===== config.mk =====
export PLATFORM = sky130hd
export DESIGN_NAME = mult_issue_ctrl_flat
export DESIGN_NICKNAME = d
export VERILOG_FILES = /design/src/rtl/mult_pkg.sv /design/src/rtl/mult_issue_ctrl_if.sv /design/src/rtl/mult_issue_ctrl.sv /design/src/flat_wrapper.sv
export SDC_FILE = /design/constraint.sdc
export NUM_CORES = 1
export LEC_CHECK = 0
export BUFFER_PORTS_ARGS = -buffer_cell sky130_fd_sc_hd__buf_2
export CAP_MARGIN = 10
export CELL_PAD_IN_SITES_DETAIL_PLACEMENT = 0
export CELL_PAD_IN_SITES_GLOBAL_PLACEMENT = 1
export CORE_MARGIN = 3
export CORE_UTILIZATION = 29
export DETAILED_ROUTE_END_ITERATION = 12
export PLACE_DENSITY = 0.8
export SETUP_SLACK_MARGIN = 0.15
export SYNTH_ARGS = -nofsm -noshare
export SYNTH_HDL_FRONTEND = slang
export SYNTH_SLANG_ARGS = --single-unit

===== constraint.sdc =====
create_clock -name clock -period 1.6 [get_ports clock]
set_input_delay 0.48 -clock clock [delete_from_list [all_inputs] [get_ports clock]]
set_output_delay 0.48 -clock clock [all_outputs]
set_load 0.1 [all_outputs]

===== src/rtl/mult_pkg.sv =====
// Shared types and constants for the multiplier issue controller and its neighbours.
package mult_pkg;

  localparam int DATA_W       = 32;
  localparam int OPB_W        = 16;
  localparam int TAG_W        = 5;
  localparam int CNT_W        = 4;
  localparam int MULT_TIMEOUT = 15;

  typedef enum logic [1:0] {
    IDLE = 2'd0,
    RUN  = 2'd1,
    DONE = 2'd2
  } state_t;

  // Operand B must be a sign-extended 16-bit value for the narrow multiplier.
  function automatic logic opb_fits(input logic [DATA_W-1:0] b);
    return b[DATA_W-1:OPB_W] == {(DATA_W-OPB_W){b[OPB_W-1]}};
  endfunction

endpackage


===== src/rtl/mult_issue_ctrl_if.sv =====
// Request/response handshake bundle between an issuer and the multiplier issue controller.
interface mult_issue_ctrl_if;
  import mult_pkg::*;

  logic              req_valid;
  logic              req_ready;
  logic [DATA_W-1:0] req_opA;
  logic [DATA_W-1:0] req_opB;
  logic [TAG_W-1:0]  req_tag;

  logic              resp_valid;
  logic              resp_ready;
  logic [DATA_W-1:0] resp_result;
  logic              resp_exception;
  logic [TAG_W-1:0]  resp_tag;

  modport master (
    output req_valid, req_opA, req_opB, req_tag, resp_ready,
    input  req_ready, resp_valid, resp_result, resp_exception, resp_tag
  );

  modport slave (
    input  req_valid, req_opA, req_opB, req_tag, resp_ready,
    output req_ready, resp_valid, resp_result, resp_exception, resp_tag
  );
endinterface


===== src/rtl/mult_issue_ctrl.sv =====
// Purpose: issues one request at a time to an external multiplier, with range check and timeout.
// Latency: response valid one cycle after resultRDY is sampled (one cycle after accept on range error).
// Backpressure: one op in flight; req_ready only in IDLE, response held until resp_ready or flush.
module mult_issue_ctrl
  import mult_pkg::*;
(
  input  logic              clock,
  input  logic              resetn,
  input  logic              flush,
  mult_issue_ctrl_if.slave  bus,
  output logic              busy,
  output logic [DATA_W-1:0] mult_opA,
  output logic [OPB_W-1:0]  mult_opB,
  output logic              mult_ctrl,
  input  logic [DATA_W-1:0] mult_result,
  input  logic              mult_exception,
  input  logic              mult_resultRDY,
  input  logic              mult_inputRDY
);

  state_t             state_q, state_d;
  logic               run_q;
  logic [DATA_W-1:0]  opa_q;
  logic [OPB_W-1:0]   opb_q;
  logic [TAG_W-1:0]   tag_q;
  logic [CNT_W-1:0]   cnt_q;
  logic [DATA_W-1:0]  res_q;
  logic               exc_q;
  logic               accept;
  logic               timeout;
  logic               unused_ok;

  assign unused_ok = mult_inputRDY;
  assign accept    = (state_q == IDLE) && bus.req_valid && !flush;
  assign timeout   = (cnt_q == CNT_W'(MULT_TIMEOUT - 1));

  // run_q mirrors state RUN as its own flop so mult_ctrl never sees comb glitches.
  always_ff @(posedge clock or negedge resetn) begin
    if (!resetn) begin
      state_q <= IDLE;
      run_q   <= 1'b0;
    end else begin
      state_q <= state_d;
      run_q   <= (state_d == RUN);
    end
  end

  always_comb begin
    state_d = state_q;
    case (state_q)
      IDLE: if (accept) state_d = opb_fits(bus.req_opB) ? RUN : DONE;
      RUN: begin
        if (flush)                          state_d = IDLE;
        else if (mult_resultRDY || timeout) state_d = DONE;
      end
      DONE: if (flush || bus.resp_ready) state_d = IDLE;
      default: state_d = IDLE;
    endcase
  end

  always_comb begin
    bus.req_ready      = (state_q == IDLE);
    bus.resp_valid     = (state_q == DONE);
    busy               = (state_q != IDLE);
    mult_ctrl          = run_q;
    mult_opA           = opa_q;
    mult_opB           = opb_q;
    bus.resp_result    = res_q;
    bus.resp_exception = exc_q;
    bus.resp_tag       = tag_q;
  end

  always_ff @(posedge clock or negedge resetn) begin
    if (!resetn) begin
      opa_q <= '0;
      opb_q <= '0;
      tag_q <= '0;
      cnt_q <= '0;
      res_q <= '0;
      exc_q <= 1'b0;
    end else begin
      case (state_q)
        IDLE: begin
          if (accept) begin
            opa_q <= bus.req_opA;
            opb_q <= bus.req_opB[OPB_W-1:0];
            tag_q <= bus.req_tag;
            cnt_q <= '0;
            res_q <= '0;
            exc_q <= !opb_fits(bus.req_opB);
          end
        end
        RUN: begin
          if (!flush) begin
            // A result arriving on the timeout cycle takes precedence.
            if (mult_resultRDY) begin
              res_q <= mult_result;
              exc_q <= mult_exception;
            end else if (timeout) begin
              res_q <= '0;
              exc_q <= 1'b1;
            end
            cnt_q <= cnt_q + 1'b1;
          end
        end
        default: ;
      endcase
    end
  end

endmodule

===== src/flat_wrapper.sv =====
// flat-port wrapper written by rule: the top's interface ports become plain ports
module mult_issue_ctrl_flat import mult_pkg::*;
  (clock, resetn, flush, busy, mult_opA, mult_opB, mult_ctrl, mult_result, mult_exception, mult_resultRDY, mult_inputRDY, bus_req_valid, bus_req_opA, bus_req_opB, bus_req_tag, bus_resp_ready, bus_req_ready, bus_resp_valid, bus_resp_result, bus_resp_exception, bus_resp_tag);
  mult_issue_ctrl_if bus_i ();
  input  logic clock;
  input  logic resetn;
  input  logic flush;
  output logic busy;
  output logic [DATA_W-1:0] mult_opA;
  output logic [OPB_W-1:0] mult_opB;
  output logic mult_ctrl;
  input  logic [DATA_W-1:0] mult_result;
  input  logic mult_exception;
  input  logic mult_resultRDY;
  input  logic mult_inputRDY;
  input wire logic [$bits(bus_i.req_valid)-1:0] bus_req_valid;
  input wire logic [$bits(bus_i.req_opA)-1:0] bus_req_opA;
  input wire logic [$bits(bus_i.req_opB)-1:0] bus_req_opB;
  input wire logic [$bits(bus_i.req_tag)-1:0] bus_req_tag;
  input wire logic [$bits(bus_i.resp_ready)-1:0] bus_resp_ready;
  output wire logic [$bits(bus_i.req_ready)-1:0] bus_req_ready;
  output wire logic [$bits(bus_i.resp_valid)-1:0] bus_resp_valid;
  output wire logic [$bits(bus_i.resp_result)-1:0] bus_resp_result;
  output wire logic [$bits(bus_i.resp_exception)-1:0] bus_resp_exception;
  output wire logic [$bits(bus_i.resp_tag)-1:0] bus_resp_tag;
  assign bus_i.req_valid = bus_req_valid;
  assign bus_i.req_opA = bus_req_opA;
  assign bus_i.req_opB = bus_req_opB;
  assign bus_i.req_tag = bus_req_tag;
  assign bus_i.resp_ready = bus_resp_ready;
  assign bus_req_ready = bus_i.req_ready;
  assign bus_resp_valid = bus_i.resp_valid;
  assign bus_resp_result = bus_i.resp_result;
  assign bus_resp_exception = bus_i.resp_exception;
  assign bus_resp_tag = bus_i.resp_tag;
  mult_issue_ctrl u_core (.clock(clock), .resetn(resetn), .flush(flush), .bus(bus_i), .busy(busy), .mult_opA(mult_opA), .mult_opB(mult_opB), .mult_ctrl(mult_ctrl), .mult_result(mult_result), .mult_exception(mult_exception), .mult_resultRDY(mult_resultRDY), .mult_inputRDY(mult_inputRDY));
endmodule

# --- Word level (Yosys, flattened, before mapping) ---
# Cells that the tools add are included.
# W data, S select, Z words.
word_totals:
  regBits: 93
  inputBits: 109
  out_inout_bits: 90
  wordCells: 48
op_classes:
  add_sub_neg: 1
  eq_ne: 8
  muxes: 19
  n_reduce_logical: 12
op_table:
  columns: ["operator", "count"]
  rows:
  - ["$mux W32", 4]
  - ["$pmux W32 S2", 1]
  - ["$eq A16 B16 Y1", 1]
  - ["$mux W2", 5]
  - ["$mux W4", 2]
  - ["$pmux W4 S2", 1]
  - ["$pmux W2 S3", 1]
  - ["$add A4 B1 Y4 const B", 1]
  - ["$eq A2 B1 Y1 const B", 2]
  - ["$eq A4 B4 Y1 const B", 1]
  - ["$mux W1", 4]
  - ["$reduce_and A4 Y1", 1]
  - ["$reduce_bool A2 Y1", 2]
  - ["$ne A3 B2 Y1 const B", 1]
  - ["$reduce_and A3 Y1", 1]
  - ["$eq A2 B2 Y1 const B", 1]
  - ["$logic_and A1 B1 Y1", 2]
  - ["$logic_not A1 Y1", 2]
  - ["$logic_not A2 Y1", 1]
  - ["$logic_or A1 B1 Y1", 2]
  - ["$ne A2 B1 Y1 const B", 1]
  - ["$ne A2 B2 Y1 const B", 1]
  - ["$pmux W1 S2", 1]
  - ["$reduce_and A2 Y1", 1]

# --- Logic depth before layout (Yosys ltp) ---
depth:
  word_depth: 6
  ltp_mapped: 7
  mapped_depth_nobuf: 6

# --- Worst setup path before layout ---
# Ideal clock, no wire load.
synth_timing:
  path_type: "register to output"
  from: "register u_core.state_q[1]"
  to: "output busy"
  t_arrival_ps: 2696
  t_required_ps: 1120
  path_slack_ps: -1576
  stages_incl_launch_ff: 4
  cell_sequence: "dfrtp_1 buf_6 nor2_1 inv_1"
synth_via:
  elab_chain_len: 1
synth_rtl:
  columns: ["item", "line", "text"]
  rows:
  - ["from (decl)", "mult_issue_ctrl.sv:21", "state_t state_q, state_d;"]
  - ["from (signal assigned)", "mult_issue_ctrl.sv:43", "state_q <= state_d;"]
  - ["$reduce_bool A2 Y1", "mult_issue_ctrl.sv:64", "busy = (state_q != IDLE);"]
  - ["to (decl)", "flat_wrapper.sv:8", "output logic busy;"]
# No other way between the ends.

# --- Final worst setup path ---
layout_timing:
  from: "register u_core.state_q[1]"
  to: "register u_core.exc_q, in the netlist u_core.bus.resp_exception"
layout_via:
  elab_chain_len: 5
  elab_cells_between_ends: 10
layout_rtl:
  columns: ["item", "line", "text"]
  rows:
  - ["$logic_not A2 Y1", "mult_issue_ctrl.sv:34, mult_issue_ctrl.sv:82", null]
  - ["$logic_and A1 B1 Y1 (2 in series)", "mult_issue_ctrl.sv:34", "assign accept = (state_q == IDLE) && bus.req_valid && !flush;"]
  - ["$ne A2 B1 Y1 (no line)", null, null]
  - ["$reduce_and A4 Y1 (no line)", null, null]
  - ["to (signal assigned)", "mult_issue_ctrl.sv:90", "exc_q <= !opb_fits(bus.req_opB);"]
  - ["to (signal assigned)", "mult_issue_ctrl.sv:98", "exc_q <= mult_exception;"]
  - ["to (decl)", "mult_issue_ctrl.sv:28", "logic exc_q;"]
# Parallel ways exist; a longest one is shown, timed or not.
# A chain may end at the register's enable or synchronous reset.

==> results.cfg <==
[worst_setup_path]
endpoint_kind = flop
path_buf_inv = 2
setup.worst_path.start_class = flop
worstRegToRegCells = 6
path_depth = 6
critical_path.cell_chain = buf_4 -> or4b_4 -> o21ai_4 -> buf_12 -> mux2i_1 -> a21oi_1
setup.worst_path.class = reg2reg
cp_data_required_time_ns = 1.81
setup.reg_to_reg.worst_slack_ns = -0.17
startpoint = u_core.state_q[1]
worst-path-max-fanout = 4
critPathArrivalTime_ns = 1.98
critical_path.top_delay_family = simple AND/OR/NAND/NOR gates
slowest_delay_ns = 0.55
crit_slowest_cell = sky130_fd_sc_hd__or4b_4
timing.rr.start = u_core.state_q[1]
worst_r2r_endpoint = u_core.bus.resp_exception

[cells_and_area]
fillers = 1101
antennaDiodeCount = 0
finalNonFillerCells = 820
layout_commonest_cell = sky130_fd_sc_hd__nand2_1
areaGrowthSynthToFinish_pct = 83.0
layout-drive-gt1-share_pct = 42.6
num-nets-final = 756
highest_count_cells_in_the_layout_ignoring_fill_and_taps = sky130_fd_sc_hd__nand2_1 (223), sky130_fd_sc_hd__buf_2 (106), sky130_fd_sc_hd__dfrtp_1 (93), sky130_fd_sc_hd__buf_12 (50), sky130_fd_sc_hd__buf_6 (36)
finish.utilization_pct = 54.7

[cts]
clkSlewWorstSetupHoldPaths_ns = 0.06
cts_max_path_buffers = 2
clock_sink_count = 93
clkLatencyLatePin_ns = 0.33
root_buffer = sky130_fd_sc_hd__clkbuf_16
total_clock_buffers_created_by_cts = 9
cts_tree = done
hold_buffers = 0
total_number_of_h_tree_levels = 3

[floorplanning]
placementRows = 41
core_region_area_mm2 = 0.0127
die_h_um = 120
top_level_ports = 199
initial_utilization_pct = 29.9
die_width_um = 120
dieArea_mm2 = 0.0145

[pwr]
p_per_area_mw_per_mm2 = 1200
power.static_leakage_nw = 3.63
worst_ir_drop_vdd_v = 0.000580
totalPowerFinal_mw = 8.28

[yosys]
synthesized_cell_area_mm2 = 0.00379
synth_top_cells_by_area = sky130_fd_sc_hd__dfrtp_1 (61%), sky130_fd_sc_hd__nand2_1 (23%), sky130_fd_sc_hd__nand3_1 (4.5%), sky130_fd_sc_hd__buf_6 (1.5%), sky130_fd_sc_hd__clkbuf_1 (1.3%)
syn-mean-instance-area_um2 = 9.02
synth_largest_type_area_fraction_pct = 61.4
ys_dominant_reg_cell = sky130_fd_sc_hd__dfrtp_1
synth-warning-count = 0
synth_edf_count = 0
ys_async_sr_fraction_pct = 100
synth_cell_type_count = 31
synth_largest_area_cell = sky130_fd_sc_hd__dfrtp_1
mapped_nets = 531
synth_seq_area_share_pct = 61.4
synth_seq_cells = 93
number_of_instances_in_the_synthesized_netlist = 420

[sta]
rsz_0062_raised_after_global_routing = yes
report.final.slew_viol_count = 0
fmax_mhz = 564
final.setup.worst_slack_ns = -0.173
finalClockSkew_ns = 0.00784
period_minus_slack_ns = 1.77
setup-violations-final = 90
share_of_the_cycle_needed_by_the_critical_path_after_routing_pct = 111
tightestPinTransition_ns = 0.285
report.final.hold_viol_count = 0
maxSlewHeadroom_pct = 81.0

[detailed_routing]
drt_iter0_markers = 210
detailroute.wirelength.met3_um = 815
route.detailed.drc = 0
drtAntennaViolNets = 0
postRouteWirelength_mm = 12.5
route.met2.wl_mm = 6.40
top_signal_layer_used = met4
wl_per_cell_um = 15.2
route.detailed.vias_per_inst = 4.50
dr_total_vias = 3686
dr.pass1.iters = 4
wl_met1_mm = 5.08

[placement]
buffer_ports.inserted = 197
pre_cts_slack_ns = -0.276
dp_cells = 783
globalplace.congestion = 0.750
post-dp-hpwl_mm = 7.71

[grt]
grt_antenna_before_repair = 0
overflow = 0
first_global_vias = 3671
largest_net_degree_at_the_start_of_global_routing = 52
grt_first_pass_wirelength_mm = 18.6
track_usage_pct = 16.1

[min_path]
hold_path.class = in2async

[flow_run]
drv_cap = 0

[status]
violations = negative setup slack
run_status = complete, but fails checks
worst reg2reg max path: cells and delay by family, from the launching register on:
kind,cells,cell delay [ns]
simple gates,1,0.55
flops,1,0.40
buf+inv,2,0.29
mux,1,0.24
compound gates,2,0.17
cell families (layout without fill, tap and decap cells):
logic type / Yosys count / count (layout) / synth area share [%]
compound gates: 11 / 11 / 2.18
xor+xnor: 2 / 2 / 0.463
fa+ha+maj: 2 / 2 / 0.661
buf+inv: 26 / 254 / 3.73
flops: 93 / 93 / 61.4
mux: 1 / 1 / 0.264
simple gates: 285 / 285 / 31.3
metrics by stage:
step	instance area, um2	hold WS [ns]	TNS [ns]
2_1_floorplan	3850	0.184	-1.50
3_3_place_gp	5180	0.443	-8.14
3_5_place_dp	5180	0.451	-9.97
4_1_cts	6310	0.127	-4.51
5_1_grt	6930	0.129	-10.04
6_report	6930	0.127	-5.02
power breakdown:
| group | total, mW | switching, mW | leakage, nW | internal (mW) |
|---|---|---|---|---|
| clock network | 2.19 | 0.839 | 0.143 | 1.35 |
| logic | 3.28 | 2.24 | 2.28 | 1.04 |
| registers | 2.81 | 0.225 | 1.21 | 2.58 |
| total | 8.28 | 3.31 | 3.63 | 4.98 |
cell type report:
class / instances / area, um2 / area share [%]
clock inverters: 2 / 60.1 / 0.867
clock buffers: 12 / 236 / 3.41
multi-input cells: 301 / 1450 / 21.0
repair buffers: 237 / 2630 / 37.9
inverters: 3 / 11.3 / 0.163
flip-flops and latches: 93 / 2330 / 33.6
well taps: 172 / 215 / 3.11
per-layer routing:
layer,GRT usage (%),up-vias
li1,-,1778
met1,20.8,1761
met2,26.7,132
met3,3.98,15
met4,5.38,0
met5,0,-
Yosys cell counts (3+ instances only):
library cell	number
sky130_fd_sc_hd__nand4_1	3
sky130_fd_sc_hd__clkbuf_1	13
sky130_fd_sc_hd__buf_6	5
sky130_fd_sc_hd__nand2_1	228
sky130_fd_sc_hd__inv_1	3
sky130_fd_sc_hd__buf_2	5
sky130_fd_sc_hd__nand3_1	34
sky130_fd_sc_hd__nor2_1	4
sky130_fd_sc_hd__dfrtp_1	93
state kept, by name (all words and copies together), names as in the netlist:
signal and count:
u_core.bus.resp_exception 1, u_core.bus.resp_result 32, u_core.mult_opB 16, u_core.state_q 2, u_core.mult_opA 32, u_core.mult_ctrl 1
u_core.bus.resp_tag 5, u_core.cnt_q 4
worst max-delay path by stage:
stage / to / slack [ns]
6_report: u_core.bus.resp_exception / -0.17
5_1_grt: u_core.bus.resp_exception / -0.22
4_1_cts: busy / -0.16
3_5_place_dp: u_core.state_q[0] / -0.28
3_3_place_gp: u_core.state_q[1] / -0.25
2_1_floorplan: busy / -0.44
repair_timing:
item / in CTS / in global routing
setup endpoints to repair: 173 / 150
cloned: 6 / 5
setup buffers: 7 / 5
pin swaps: 10 / 26
resized for setup: 198 / 111
Power figures use the tool's default switching activity.
